**src/rtl/dac_sweep_ctrl.sv**
```systemverilog
// Frequency-sweep scheduler for one DAC channel: steps the DDS phase
// increment from start to stop, settling, measuring and reporting each point.
// Ports:
//   clk, reset        : clock, synchronous active-high reset
//   start, abort      : sweep control pulses (abort wins)
//   idle_step         : DDS step passed through while idle
//   start/stop/incr   : sweep limits and increment, latched on start
//   settle/dwell      : per-point wait and measurement lengths, latched
//   dds_step          : registered step to the DDS
//   stat_cfg          : sigstat control, bit0 = clear, bit1 = enable
//   stat_min/max      : sigstat results
//   res_*             : per-point result, valid/ready handshake
//   busy, done        : sweep in progress, 1-cycle end-of-sweep pulse
module dac_sweep_ctrl #(
  parameter int STEP_W = 32,
  parameter int DATA_W = 8,
  parameter int CNT_W  = 32,
  parameter int IDX_W  = 16
) (
  input  logic              clk,
  input  logic              reset,
  input  logic              start,
  input  logic              abort,
  input  logic [STEP_W-1:0] idle_step,
  input  logic [STEP_W-1:0] start_step,
  input  logic [STEP_W-1:0] stop_step,
  input  logic [STEP_W-1:0] incr_step,
  input  logic [CNT_W-1:0]  settle_cycles,
  input  logic [CNT_W-1:0]  dwell_cycles,
  output logic [STEP_W-1:0] dds_step,
  output logic [1:0]        stat_cfg,
  input  logic [DATA_W-1:0] stat_min,
  input  logic [DATA_W-1:0] stat_max,
  output logic              res_valid,
  input  logic              res_ready,
  output logic [STEP_W-1:0] res_step,
  output logic [DATA_W-1:0] res_min,
  output logic [DATA_W-1:0] res_max,
  output logic [IDX_W-1:0]  res_index,
  output logic              busy,
  output logic              done
);

  typedef enum logic [2:0] {
    S_IDLE,
    S_SETTLE,
    S_CLEAR,
    S_MEASURE,
    S_CAPTURE,
    S_REPORT,
    S_NEXT
  } state_t;

  state_t state;

  logic [STEP_W-1:0] stop_q;
  logic [STEP_W-1:0] incr_q;
  logic [CNT_W-1:0]  settle_q;
  logic [CNT_W-1:0]  dwell_q;
  logic [CNT_W-1:0]  cnt;
  logic [IDX_W-1:0]  idx;

  // One extra bit catches wrap past the top of the step range.
  logic [STEP_W:0] sum;
  logic            last_pt;

  assign sum = {1'b0, dds_step} + {1'b0, incr_q};
  assign last_pt = (incr_q == '0) || sum[STEP_W] ||
                   (sum[STEP_W-1:0] > stop_q);

  // stat_cfg is registered, so it is loaded on entry to each state.
  always_ff @(posedge clk) begin
    if (reset) begin
      state     <= S_IDLE;
      dds_step  <= '0;
      stat_cfg  <= 2'b00;
      res_valid <= 1'b0;
      res_step  <= '0;
      res_min   <= '0;
      res_max   <= '0;
      res_index <= '0;
      busy      <= 1'b0;
      done      <= 1'b0;
      stop_q    <= '0;
      incr_q    <= '0;
      settle_q  <= '0;
      dwell_q   <= '0;
      cnt       <= '0;
      idx       <= '0;
    end else begin
      done <= 1'b0;
      if (abort && (state != S_IDLE)) begin
        state     <= S_IDLE;
        stat_cfg  <= 2'b00;
        res_valid <= 1'b0;
        busy      <= 1'b0;
      end else begin
        unique case (state)
          S_IDLE: begin
            dds_step <= idle_step;
            if (start && !abort) begin
              stop_q   <= stop_step;
              incr_q   <= incr_step;
              settle_q <= settle_cycles;
              dwell_q  <= dwell_cycles;
              dds_step <= start_step;
              idx      <= '0;
              cnt      <= settle_cycles;
              busy     <= 1'b1;
              state    <= S_SETTLE;
            end
          end
          S_SETTLE: begin
            if (cnt == '0) begin
              stat_cfg <= 2'b01;
              state    <= S_CLEAR;
            end else begin
              cnt <= cnt - CNT_W'(1);
            end
          end
          S_CLEAR: begin
            // Zero dwell still gives one enable cycle.
            cnt      <= (dwell_q == '0) ? '0 : dwell_q - CNT_W'(1);
            stat_cfg <= 2'b10;
            state    <= S_MEASURE;
          end
          S_MEASURE: begin
            if (cnt == '0) begin
              stat_cfg <= 2'b00;
              state    <= S_CAPTURE;
            end else begin
              cnt <= cnt - CNT_W'(1);
            end
          end
          S_CAPTURE: begin
            res_min   <= stat_min;
            res_max   <= stat_max;
            res_step  <= dds_step;
            res_index <= idx;
            res_valid <= 1'b1;
            state     <= S_REPORT;
          end
          S_REPORT: begin
            if (res_ready) begin
              res_valid <= 1'b0;
              state     <= S_NEXT;
            end
          end
          S_NEXT: begin
            if (last_pt) begin
              done  <= 1'b1;
              busy  <= 1'b0;
              state <= S_IDLE;
            end else begin
              dds_step <= sum[STEP_W-1:0];
              idx      <= idx + IDX_W'(1);
              cnt      <= settle_q;
              state    <= S_SETTLE;
            end
          end
          default: state <= S_IDLE;
        endcase
      end
    end
  end

endmodule

```
**config.mk**
```make
export PLATFORM = sky130hd
export DESIGN_NAME = dac_sweep_ctrl
export DESIGN_NICKNAME = d
export VERILOG_FILES = /design/src/rtl/dac_sweep_ctrl.sv
export SDC_FILE = /design/constraint.sdc
export NUM_CORES = 1
export LEC_CHECK = 0
export ABC_AREA = 1
export CAP_MARGIN = 10
export CORE_MARGIN = 3
export CORE_UTILIZATION = 45
export DETAILED_ROUTE_END_ITERATION = 16
export PLACE_DENSITY = 0.71
export SLEW_MARGIN = 20
export SYNTH_ARGS = -nofsm -noshare
export SYNTH_HDL_FRONTEND = slang
export SYNTH_SLANG_ARGS = --single-unit
```
**constraint.sdc**
```tcl
create_clock -name clk -period 7.9 [get_ports clk]
set_input_delay 1.58 -clock clk [delete_from_list [all_inputs] [get_ports clk]]
set_output_delay 1.58 -clock clk [all_outputs]
set_load 0.1 [all_outputs]
```
Word-level counts from Yosys, hierarchy flattened
Index checks and enable logic that the tools add are counted.

Register bits after elaboration: 280. Input bits: 213. Output and inout port bits: 101. Word-level logic and storage cells: 88.

Add/subtract/negate cells: 4. Order comparisons: 1. Equal/unequal tests: 13. Mux-type cells: 26. Bitwise gates (word level): 2. Reduce and logical (&&, ||, !) cells: 26.

Operators with widths (number): two-way mux 32 bit (6); case mux 32 bit (4 select lines) (1); zero test 32 bit (3); case mux 32 bit (2 select lines) (1); subtractor 32 x 1 -> 32 bit (second input constant) (2); adder 32 x 32 -> 33 bit (1); > comparator 32 bit (1); two-way mux 16 bit (2); case mux 16 bit (2 select lines) (1); case mux 3 bit (7 select lines) (1); adder 16 x 1 -> 16 bit (second input constant) (1); inequality test 2 bit (second input constant) (7); two-way mux 3 bit (4); AND reduction 3 bit (4); == test 3 bit (second input constant) (3); AND reduction 4 bit (2); == test 3 x 2 -> 1 bit (second input constant) (2); case mux 2 bit (3 select lines) (1); nonzero test 3 bit (2); two-way mux 1 bit (5); AND reduction 5 bit (1); two-way mux 2 bit (2); case mux 1 bit (2 select lines) (2); AND reduction 2 bit (2); other kinds (10) (15).

Depth between registers and ports, before layout
Depth in word-level cells: 5. Depth in mapped cells: 31. Gate-level depth less buffers: 29.

Least setup slack after synthesis
No wires, ideal clock.

Kind: reg2reg. From: reg dds_step[0]. To: reg dds_step[11]. Library setup time: 0.117 ns. Arrival: 4.111 ns. Setup slack: 3.672 ns. Cell stages (with the launch flop): 27. Path buffers: 2. Period minus slack after synthesis: 4.228 ns. Path through: dfxtp_1 > ha_1 > inv_1 > fa_1 > inv_1 > nand3_1 > nand3_1 > nand2_1 > nand2_1 > nand3_1 > nand2_1 > nand2_1 > and2_1 > ha_1 > nand2_1 > nor2_1 > nand4_1 > nor3b_2 > nand3b_1 > nand2_1 > nand2_2 > nand2_4 > buf_8 > nand2_8 > buf_4 > o21ai_0 > nor2_1.

Cells in the longest elaborated chain, start to end: 5. Elaborated cells between the ends (all ways): 8. Those cells by class: add/sub (1); order compare (1); eq/ne (1); mux (2); reduce/logical (3).

RTL lines: start: declaration (RTL line 30) `output logic [STEP_W-1:0] dds_step,`; start signal: assignment (RTL line 100) `dds_step <= idle_step;`; start signal: assignment (RTL line 106) `dds_step <= start_step;`; start signal: assignment (RTL line 155) `dds_step <= sum[STEP_W-1:0];`; adder 32 x 32 -> 33 bit (*) (RTL line 67) `assign sum = {1'b0, dds_step} + {1'b0, incr_q};`; > comparator 32 bit / logical OR 1 bit (equally long branches) (RTL line 69, 68); logical OR 1 bit (RTL line 68) `assign last_pt = (incr_q == '0) || sum[STEP_W] ||`; inequality test 2 bit (no line); AND reduction 3 bit (no line).

Every way passes the cells marked *; elsewhere a longest branch is shown, timed or not. The select of a mux whose other input is x is not followed. A chain may end at the register's enable or synchronous reset.

Final worst setup path
From: reg dds_step[0]. To: reg cnt[27].

Cells in the longest elaborated chain, start to end: 5. Elaborated cells between the ends (all ways): 6. Those cells by class: add/sub (1); order compare (1); eq/ne (1); reduce/logical (3).

RTL lines: adder 32 x 32 -> 33 bit (*) (RTL line 67); > comparator 32 bit / logical OR 1 bit (equally long branches) (RTL line 69, 68); logical OR 1 bit (*) (RTL line 68); inequality test 2 bit (no line) (*); AND reduction 5 bit (no line) (*); end signal: assignment (RTL line 108) `cnt <= settle_cycles;`; end signal: assignment (RTL line 118) `cnt <= cnt - CNT_W'(1);`; end signal: assignment (RTL line 123) `cnt <= (dwell_q == '0) ? '0 : dwell_q - CNT_W'(1);`; end: declaration (RTL line 60) `logic [CNT_W-1:0] cnt;`.

Every way passes the cells marked *; elsewhere a longest branch is shown, timed or not.

==> results_tabular.tex <==
\begin{tabular}{lr}
\hline
Metric & Value \\
\hline
\multicolumn{2}{l}{\textbf{Status}} \\
Status & complete, no violations \\
\multicolumn{2}{l}{\textbf{Flow run}} \\
Reported max-cap violation count & 0 \\
\multicolumn{2}{l}{\textbf{Synthesis}} \\
Portion of netlist area occupied by mux cells & 0.00121 \\
Mean post-synth cell area & 6.40 sq um \\
Area share of xor/xnor cells in the synthesized design & 0.0164 \\
Dominant combinational cell family by area after synthesis & simple AND/OR/NAND/NOR gates \\
Yosys warning total & 0 \\
Sequential cell area fraction in the yosys report & 0.339 \\
Commonest register cell after synthesis & sky130\_fd\_sc\_hd\_\_dfxtp\_1 \\
Area fraction in and, or, nand and nor cells after synthesis & 0.301 \\
Net count after synthesis & 2,863 \\
Async S/R FF share, synth & 0 \\
Synthesized-area fraction occupied by adder cells & 0.0520 \\
Number of synthesized flops with an enable pin & 0 \\
Mapped Cells & approximately 2,600 \\
Synth Area in Compound Gates & 0.183 \\
Synthesized cell area & 16,500 sq um \\
Yosys cell types & 56 \\
Count of state elements after synthesis & 280 \\
\multicolumn{2}{l}{\textbf{Detailed routing}} \\
Number of optimization iterations in the first detailed-route pass & 5 \\
Total wire length after detailed routing & 56.5 mm \\
Drt drc & 0 \\
Average wire per cell in the routed design & 17.0 um \\
Vias post-DR & 17,600 \\
Drt first-iter violations & 1,436 \\
Antenna-violating nets left & 0 \\
Ratio of routed vias to standard cells & between 5 and 6 \\
\multicolumn{2}{l}{\textbf{Die}} \\
Height of the chip & 198 um \\
Number of cell rows & between 60 and 70 \\
Effective utilization at floorplan & 0.460 \\
DIE WIDTH & 198 um \\
Area of the core & 35,900 sq um \\
Die ar. & 39,000 sq um \\
I/O Pins & 314 \\
\multicolumn{2}{l}{\textbf{CTS}} \\
Number of sinks handled by clock tree synthesis & between 200 and 300 \\
Number of buffers created by CTS & 34 \\
Maximum buffer depth of the clock tree & 3 \\
Clock Latency Late Sink & 0.52 ns \\
Clock tree from TritonCTS & built \\
Total of hold buffers inserted after clock tree synthesis & 0 \\
Clock-pin slew of the registers on the worst-case setup and hold paths & 0.07 ns \\
Clock H-tree levels & 2 \\
Root buffer cell & sky130\_fd\_sc\_hd\_\_clkbuf\_16 \\
Post-CTS Setup Inserts & 0 \\
Total of cells resized after clock tree synthesis & 0 \\
\multicolumn{2}{l}{\textbf{Timing}} \\
Min Tclk post-route & 4.78 ns \\
Total negative slack & 0 ns \\
Hold\_ws & around 0.44 ns \\
Setup-failing EPs final & 0 \\
RSZ-0062 raised after global routing & no \\
Worst setup skew after layout & about 0.017 ns \\
Highest achievable clock rate & 209 MHz \\
Worst-case setup margin in the final layout & 3.12 ns \\
Max-slew violation count & 0 \\
Transition time of the tightest slew-check pin & 1.09 ns \\
Final hold violation count & 0 \\
Crit share post-route & 0.605 \\
Slew Limit Headroom & 0.273 \\
\multicolumn{2}{l}{\textbf{Min path}} \\
Hold WC Path Type & register to register \\
\multicolumn{2}{l}{\textbf{Placement}} \\
Post-detailed-placement half-perimeter wirelength & between 40 and 50 mm \\
Post-DP Area & a little under 20,000 sq um \\
Final weighted congestion in routability-driven placement & 0.989 \\
Number of I/O port buffers & roughly 310 \\
Worst slack after detailed placement & 2.62 ns \\
\multicolumn{2}{l}{\textbf{Global routing}} \\
Vias in the first global route & 16,700 \\
Total congestion overflow after global routing & 0 \\
First-pass GRT wire length & just under 90 mm \\
Global-route usage over all layers & 0.283 \\
Number of antenna violations at the first check in global routing & 2 \\
Maximum number of pins on one net before global-route repair & about 140 \\
\multicolumn{2}{l}{\textbf{Worst setup path}} \\
Critical Path Source Type & register \\
Start-to-end type of the worst setup path & register to register \\
Largest fanout of any net on the critical path & 38 \\
Kind of end point of the critical path & register \\
Data arrival, critical path & 5.22 ns \\
Sequence of cells on the critical path & ha\_1 > inv\_1 > fa\_1 > inv\_1 > nand3\_1 > nand3\_1 > nand2\_1 > nand2\_1 > xor2\_1 > ha\_1 > nand2\_1 > nor3\_1 > nand2\_1 > nand2\_1 > nand2\_1 > nand2\_1 > nand2\_1 > nand2\_2 > nand2\_4 > nand2\_4 > inv\_2 > nand2\_1 > nand2\_1 > nor2\_1 \\
Delay contributed by the slowest stage of the critical path & just over 0.6 ns \\
Cell type of the slowest stage on the worst timing path & sky130\_fd\_sc\_hd\_\_nor3\_1 \\
Required time at the worst-slack endpoint & 8.35 ns \\
Cell seen most often among critical-path stages & sky130\_fd\_sc\_hd\_\_nand2\_1 \\
\multicolumn{2}{l}{\textbf{Cells and area}} \\
Layout overhead on the synthesized area & 26.8\% \\
FILL cells & 3,512 \\
Fin nets & 3,110 \\
Commonest cells after routing, fill and taps aside & sky130\_fd\_sc\_hd\_\_nand2\_1 (502), sky130\_fd\_sc\_hd\_\_nor2\_1 (419), sky130\_fd\_sc\_hd\_\_inv\_1 (316) \\
Final non-filler cell area & 20,900 sq um \\
Most frequent standard cell in the layout excluding fill and tap cells & sky130\_fd\_sc\_hd\_\_nand2\_1 \\
Share of cells above drive strength 1 & 0.0442 \\
\multicolumn{2}{l}{\textbf{Pwr}} \\
Maximum vdd ir drop & 154 uV \\
Power Dens Cells & roughly 390 nW/um\^{}2 \\
Static Leakage & slightly above 9 nW \\
Total Power & 0.00808 W \\
\hline
\end{tabular}
## stage by stage
stage | utilization | instances
after CTS | 0.583 | 3312
final | 0.583 | 3314
after floorplan | - | 2582
after global routing | 0.583 | 3314
after global placement | 0.551 | 3254
after detailed placement | 0.551 | 3254
## state kept, by name, summed over array words and instances, names as in the netlist
register   count
res_max        8
res_step      32
cnt           32
res_min        8
done           1
incr_q        32
settle_q      32
res_index     16
idx           16
stop_q        32
res_valid      1
dds_step      32
busy           1
stat_cfg       2
state          3
dwell_q       32
## power breakdown
| part | internal [W] | total, W | leakage [nW] | switching, W |
|---|---|---|---|---|
| Sequential | 0.00178 | 0.00213 | 2.30 | 0.000351 |
| Combinational | 0.00129 | 0.00434 | 6.33 | 0.00305 |
| Clock | 0.000994 | 0.00161 | 0.560 | 0.000617 |
| Total | 0.00406 | 0.00808 | 9.19 | 0.00402 |
## logic make-up (layout without fill, tap and decap cells)
logic type	after synthesis	count (layout)
and+or+nand+nor	1178	1178
AOI/OAI and AO/OA	581	581
buffers and inverters	442	711
DFF	280	280
adders and majority gates	68	68
xor gates and xnor gates	31	31
muxes	2	2
other	0	2
## Yosys cell counts (all sizes together) (7+ instances only)
cell type  count  area [sq um]
ha            67           838
inv          329          1240
nor3          24           120
nor2         435          1690
and2           7          43.8
buf           32           233
or2           12          75.1
a21oi        248          1250
nand4         36           225
clkbuf        79           297
o21ai        295          1480
nand3        121           618
dfxtp        280          5610
xor2          27           236
nand2        518          2010
nand3b        10          75.1
## layer usage
metal	GRT usage	part of all wire
met1	0.376	0.44
met2	0.462	0.44
met3	0.0484	0.080
met4	0.106	0.039
met5	0	0
## layout make-up
cell class,count,area (sq um),area share
sequential,280,5610,0.268
multi-input combinational,1860,9160,0.437
clock buffer,51,1030,0.0490
clock inverter,7,120,0.00573
inverter,331,1250,0.0598
tap,461,577,0.0275
timing repair buffer,322,3200,0.153
antenna,2,5.00,0.000239
## worst paths after layout
kind | from | endpoint | slack (ns) | cells past startpoint
setup / recovery | dds_step[0] | cnt[27] | 3.12 | 24
hold reg to reg | res_step[18] | res_step[18] | 0.44 | 2
setup reg to reg | dds_step[0] | cnt[27] | 3.12 | 24
hold / removal | res_step[18] | res_step[18] | 0.44 | 2
## critical path: cells and delay by family (launching register included)
kind | cells | cell delay, ns
xor gates and xnor gates | 1 | 0.34
and+or+nand+nor | 17 | 2.60
DFF | 1 | 0.40
buffers and inverters | 3 | 0.51
adders and majority gates | 3 | 0.80
(Power assumes the default switching activity.)
